===== config.mk =====
export PLATFORM = sky130hd
export DESIGN_NAME = edge_detector_multi
export DESIGN_NICKNAME = d
export VERILOG_FILES = /design/src/rtl/edge_detector_multi.sv
export SDC_FILE = /design/constraint.sdc
export NUM_CORES = 1
export LEC_CHECK = 0
export CAP_MARGIN = 0
export CORE_MARGIN = 3
export CORE_UTILIZATION = 50
export DETAILED_ROUTE_END_ITERATION = 10
export GPL_ROUTABILITY_DRIVEN = 0
export GPL_TIMING_DRIVEN = 1
export PLACE_DENSITY = 0.84
export SYNTH_ARGS = -nofsm -noshare
export SYNTH_HDL_FRONTEND = slang
export SYNTH_SLANG_ARGS = --single-unit
export TNS_END_PERCENT = 5

===== constraint.sdc =====
create_clock -name clk -period 4.5 [get_ports clk]
set_input_delay 0.675 -clock clk [delete_from_list [all_inputs] [get_ports clk]]
set_output_delay 0.675 -clock clk [all_outputs]
set_load 0.01 [all_outputs]

===== src/rtl/edge_detector_multi.sv =====
// Multi-channel synchronise / debounce / edge detect with per-channel sticky flag and saturating counter.
// Latency: zero_delay_* SYNC_STAGES+1 cycles after input change (SYNC_STAGES+FILTER_CYCLES if filtered), cycle_delayed_* one more.
// Backpressure: none; outputs are level/pulse status, consumers sample them every cycle.
// Build option: EDGE_TIMESTAMP_EN adds a free-running timestamp and per-channel last_ts capture.
module edge_detector_multi #(
   parameter int CHANNELS      = 4,
   parameter int SYNC_STAGES   = 2,
   parameter int FILTER_CYCLES = 0,
   parameter int COUNT_W       = 8,
   parameter int TS_W          = 16
) (
   input  logic                        clk,
   input  logic                        reset,
   input  logic [CHANNELS-1:0]         signal,
   input  logic [CHANNELS-1:0]         rise_en,
   input  logic [CHANNELS-1:0]         fall_en,
   input  logic [CHANNELS-1:0]         clear,
   output logic [CHANNELS-1:0]         zero_delay_rising,
   output logic [CHANNELS-1:0]         zero_delay_falling,
   output logic [CHANNELS-1:0]         zero_delay_either,
   output logic [CHANNELS-1:0]         cycle_delayed_rising,
   output logic [CHANNELS-1:0]         cycle_delayed_falling,
   output logic [CHANNELS-1:0]         cycle_delayed_either,
   output logic [CHANNELS-1:0]         sticky,
   output logic [CHANNELS*COUNT_W-1:0] edge_count,
   output logic [CHANNELS-1:0]         count_overflow,
   output logic                        any_event
`ifdef EDGE_TIMESTAMP_EN
   ,
   output logic [CHANNELS*TS_W-1:0]    last_ts
`endif
);

   // Parameter sanity: catch nonsensical configurations at elaboration.
   if (CHANNELS < 1 || SYNC_STAGES < 1 || FILTER_CYCLES < 0 || COUNT_W < 1 || TS_W < 1) begin : g_bad_params
      $error("edge_detector_multi: illegal parameter value");
   end

   logic [CHANNELS-1:0]              sync_q [SYNC_STAGES];
   logic [CHANNELS-1:0]              sync_out;
   logic [CHANNELS-1:0]              cond;
   logic [CHANNELS-1:0]              prev;
   logic [CHANNELS-1:0]              qual;
   logic [CHANNELS-1:0][COUNT_W-1:0] cnt_q;

   // Synchroniser chain: stage 0 takes the raw asynchronous input.
   always_ff @(posedge clk) begin
      if (reset) begin
         for (int s = 0; s < SYNC_STAGES; s++) sync_q[s] <= '0;
      end else begin
         sync_q[0] <= signal;
         for (int s = 1; s < SYNC_STAGES; s++) sync_q[s] <= sync_q[s-1];
      end
   end

   assign sync_out = sync_q[SYNC_STAGES-1];

   if (FILTER_CYCLES == 0) begin : g_no_filter
      // Filter bypassed: accepted level follows the synchroniser directly.
      always_ff @(posedge clk) begin
         if (reset) cond <= '0;
         else       cond <= sync_out;
      end
   end else begin : g_filter
      localparam int            FW   = $clog2(FILTER_CYCLES + 1);
      localparam logic [FW-1:0] LAST = FW'(FILTER_CYCLES - 1);
      logic [FW-1:0] flt_cnt [CHANNELS];

      // Debounce: a new level is accepted only after FILTER_CYCLES consecutive differing samples.
      always_ff @(posedge clk) begin
         if (reset) begin
            cond <= '0;
            for (int i = 0; i < CHANNELS; i++) flt_cnt[i] <= '0;
         end else begin
            for (int i = 0; i < CHANNELS; i++) begin
               if (sync_out[i] == cond[i]) begin
                  flt_cnt[i] <= '0;
               end else if (flt_cnt[i] == LAST) begin
                  cond[i]    <= sync_out[i];
                  flt_cnt[i] <= '0;
               end else begin
                  flt_cnt[i] <= flt_cnt[i] + FW'(1);
               end
            end
         end
      end
   end

   // Previous accepted level, plus registered copies of the zero-delay pulses.
   always_ff @(posedge clk) begin
      if (reset) begin
         prev                  <= '0;
         cycle_delayed_rising  <= '0;
         cycle_delayed_falling <= '0;
         cycle_delayed_either  <= '0;
      end else begin
         prev                  <= cond;
         cycle_delayed_rising  <= zero_delay_rising;
         cycle_delayed_falling <= zero_delay_falling;
         cycle_delayed_either  <= zero_delay_either;
      end
   end

   // Edges come straight from two registers, so they are glitch-free single-cycle pulses.
   assign zero_delay_rising  =  cond & ~prev;
   assign zero_delay_falling = ~cond &  prev;
   assign zero_delay_either  =  cond ^  prev;
   assign qual = (zero_delay_rising & rise_en) | (zero_delay_falling & fall_en);

   // Sticky / counter / overflow: clear wins over hold, but an edge in the clear cycle still counts as 1.
   always_ff @(posedge clk) begin
      if (reset) begin
         sticky         <= '0;
         count_overflow <= '0;
         for (int i = 0; i < CHANNELS; i++) cnt_q[i] <= '0;
      end else begin
         for (int i = 0; i < CHANNELS; i++) begin
            if (clear[i]) begin
               sticky[i]         <= qual[i];
               cnt_q[i]          <= qual[i] ? COUNT_W'(1) : '0;
               count_overflow[i] <= 1'b0;
            end else if (qual[i]) begin
               sticky[i] <= 1'b1;
               if (cnt_q[i] == {COUNT_W{1'b1}}) count_overflow[i] <= 1'b1;
               else                             cnt_q[i] <= cnt_q[i] + COUNT_W'(1);
            end
         end
      end
   end

   assign edge_count = cnt_q;
   assign any_event  = |sticky;

`ifdef EDGE_TIMESTAMP_EN
   logic [TS_W-1:0]              ts_q;
   logic [CHANNELS-1:0][TS_W-1:0] ts_cap;

   // Free-running timestamp, wraps naturally.
   always_ff @(posedge clk) begin
      if (reset) ts_q <= '0;
      else       ts_q <= ts_q + TS_W'(1);
   end

   // Capture the timestamp of the cycle in which a qualified edge is seen; clear leaves it alone.
   always_ff @(posedge clk) begin
      if (reset) begin
         for (int i = 0; i < CHANNELS; i++) ts_cap[i] <= '0;
      end else begin
         for (int i = 0; i < CHANNELS; i++) begin
            if (qual[i]) ts_cap[i] <= ts_q;
         end
      end
   end

   assign last_ts = ts_cap;
`endif

endmodule


==> results.json <==
{
  "timing.setup.tns_ns": 0,
  "ys_warn_count": 0,
  "die_x_um": 80.5,
  "clock-sinks": 68,
  "wl_per_cell_um": 13.9,
  "synth.avg_cell_area_um2": 9.57,
  "dr_total_vias": 2378,
  "async_flop_share_pct": 0,
  "drc": 0,
  "crit_end": "any_event",
  "synth_area_mm2": 0.00277,
  "synthFlopType": "dfxtp_1",
  "r2r_start": "edge_count[8]",
  "finalHoldViolCount": 0,
  "vias_per_cell": 5.31,
  "rr_worst_depth": 5,
  "antenna_found_initial": 0,
  "cp-startpoint": "sticky[3]",
  "peakVddDrop_mv": 0.188,
  "worst_slack_ns": 2.12,
  "overflow": 0,
  "fin_crit_ns": 2.38,
  "criticalPathCategory": "reg -> out",
  "r2r_setup_slack_ns": 2.68,
  "worst_clock_skew_ns": 0.00970,
  "powerDensity_mw_per_mm2": 317,
  "post_cts_resize_count": 0,
  "die_area_mm2": 0.00648,
  "critPathMaxFanout": 3,
  "finish.utilization_pct": 73.6,
  "crit_path_end_kind": "output pin",
  "crit_path_start_kind": "register",
  "wirelength_mm": 6.21,
  "synth_edf_count": 0,
  "ys_seq_area_share_pct": 49.1,
  "synth_top_cell_area_share_pct": 49.1,
  "area_delta_synth_final_pct": 39.0,
  "portBuffers": 82,
  "worstPathArrival_ns": 1.71,
  "grt_pass1_wl_mm": 10.3,
  "cts-root-buf": "clkbuf_8",
  "preCtsSetupSlack_ns": 2.03,
  "clkLatencyLatePin_ns": 0.33,
  "initial_core_util_pct": 53.0,
  "hold_class": "reg -> reg",
  "drtAntennaViolNets": 0,
  "path_clk_slew_ns": 0.07,
  "power.leakage_nw": 1.46,
  "final_cell_mix": "clkdlybuf4s50_1, dfxtp_1, nor2_1, nor2b_1, a21oi_1",
  "crit_required_ns": 3.83,
  "rsz0062_at_grt": "no",
  "tightest_slew_ns": 0.938,
  "cts_setup_buffers": 0,
  "ys_types": 42,
  "gr-usage-all-layers_pct": 20.4,
  "drt_iter0_drc": 84,
  "synth_largest_area_cell": "dfxtp_1",
  "n_antenna_cell": 0,
  "slew_headroom_pct": 37.3,
  "hold_slack_ns": 0.437,
  "postSynthCellCount": 290,
  "cts_buffers": 9,
  "place_hpwl_mm": 4.53,
  "ys_ff_latch": 68,
  "drive_gt1_share_pct": 8.20,
  "slew_violations": 0,
  "grt_pass1_vias": 2238,
  "fin_nets": 404,
  "final_common_cell": "clkdlybuf4s50_1",
  "grt_max_degree": 28,
  "clk_path_buf_depth": 2,
  "finalPower_mw": 1.22,
  "cts.htree.levels": 3,
  "fmax_mhz": 419,
  "synth_nets": 320,
  "fillCellCount": 394,
  "firstDrtPassIters": 4,
  "fp-row-count": 26,
  "setup_viol": 0,
  "cts_tree": "yes",
  "ios": 83,
  "drv_cap": 0,
  "die_h_um": 80.5,
  "status": "complete, no violations",
  "ys_top_cells_by_area": "dfxtp_1, ha_1, nor2b_1",
  "r2r_end": "edge_count[9]",
  "cts_hold_buf": 0,
  "post-route-period-util_pct": 53.0,
  "core-area_mm2": 0.00524
}
==> cells in the mapped netlist (6+ instances only) <==
cell type / instances
ha_1: 12
nand2_1: 8
nor2b_1: 22
a21oi_1: 21
dfxtp_1: 68
inv_1: 19
o21ai_0: 7
nor2_1: 36
or4_1: 6
nand3_1: 8
mux2i_1: 6
nand4_1: 8
xor2_1: 9
==> through the flow <==
step / instances / instance area [um^2]
CTS: 448 / 3860
global route: 448 / 3860
floorplan: 290 / 2770
detailed placement: 433 / 3640
global placement: 433 / 3640
finish: 448 / 3860
==> how the worst min path moves through the flow <==
stage,start,cells after the start,slack [ns],end
floorplan,sync_q[1][0],1,0.41,cond[0]
global placement,sync_q[1][0],1,0.42,cond[0]
detailed placement,sync_q[0][2],1,0.43,sync_q[1][2]
CTS,sync_q[0][2],1,0.44,sync_q[1][2]
global route,sync_q[0][2],1,0.45,sync_q[1][2]
finish,sync_q[0][2],1,0.44,sync_q[1][2]
==> routing by layer <==
metal  vias to the layer above  global-route usage, %  share of wire, %
li1                       1189                      -                 -
met1                      1097                   25.1                44
met2                        82                   33.7                48
met3                        10                   4.71               6.3
met4                         0                   9.12               1.4
met5                         -                      0                 0
==> cell families (layout without fill, tap and decap cells) <==
logic type               count (synthesis)  after routing  synth area share, %
multiplexers                             7              7                 2.57
AND/OR/NAND/NOR                        111            111                 22.1
AO/OA/AOI/OAI                           54             54                 13.6
XOR/XNOR                                 9              9                 2.84
buffers and inverters                   29            117                 4.33
flip-flops                              68             68                 49.1
adder cells (fa/ha/maj)                 12             12                 5.41
==> state kept, by name (all words and copies together), names as in the netlist <==
| name | flops |
|---|---|
| sticky | 4 |
| count_overflow | 4 |
| edge_count | 32 |
| cycle_delayed_falling | 4 |
| sync_q | 8 |
| cond | 4 |
| cycle_delayed_either | 4 |
| prev | 4 |
| cycle_delayed_rising | 4 |
==> final cells by class <==
type | instances | area [um^2] | share of cell area (%)
Clock buffer | 11 | 141 | 3.67
Multi-Input combinational cell | 193 | 1290 | 33.5
Sequential cell | 68 | 1360 | 35.3
Timing Repair Buffer | 83 | 828 | 21.5
Clock inverter | 4 | 73.8 | 1.91
Inverter | 19 | 71.3 | 1.85
Tap cell | 70 | 87.6 | 2.27
==> worst max-delay path: stages, from the launching register on <==
cell,delay (ns)
dfxtp_1,0.33
or4_1,0.55
clkdlybuf4s50_1,0.50
==> where the power goes <==
group          switching (mW)  internal [mW]
sequential            0.00427          0.610
clock                   0.216          0.324
combinational          0.0312         0.0372
Note: power is estimated with default switching activity, not from simulation.
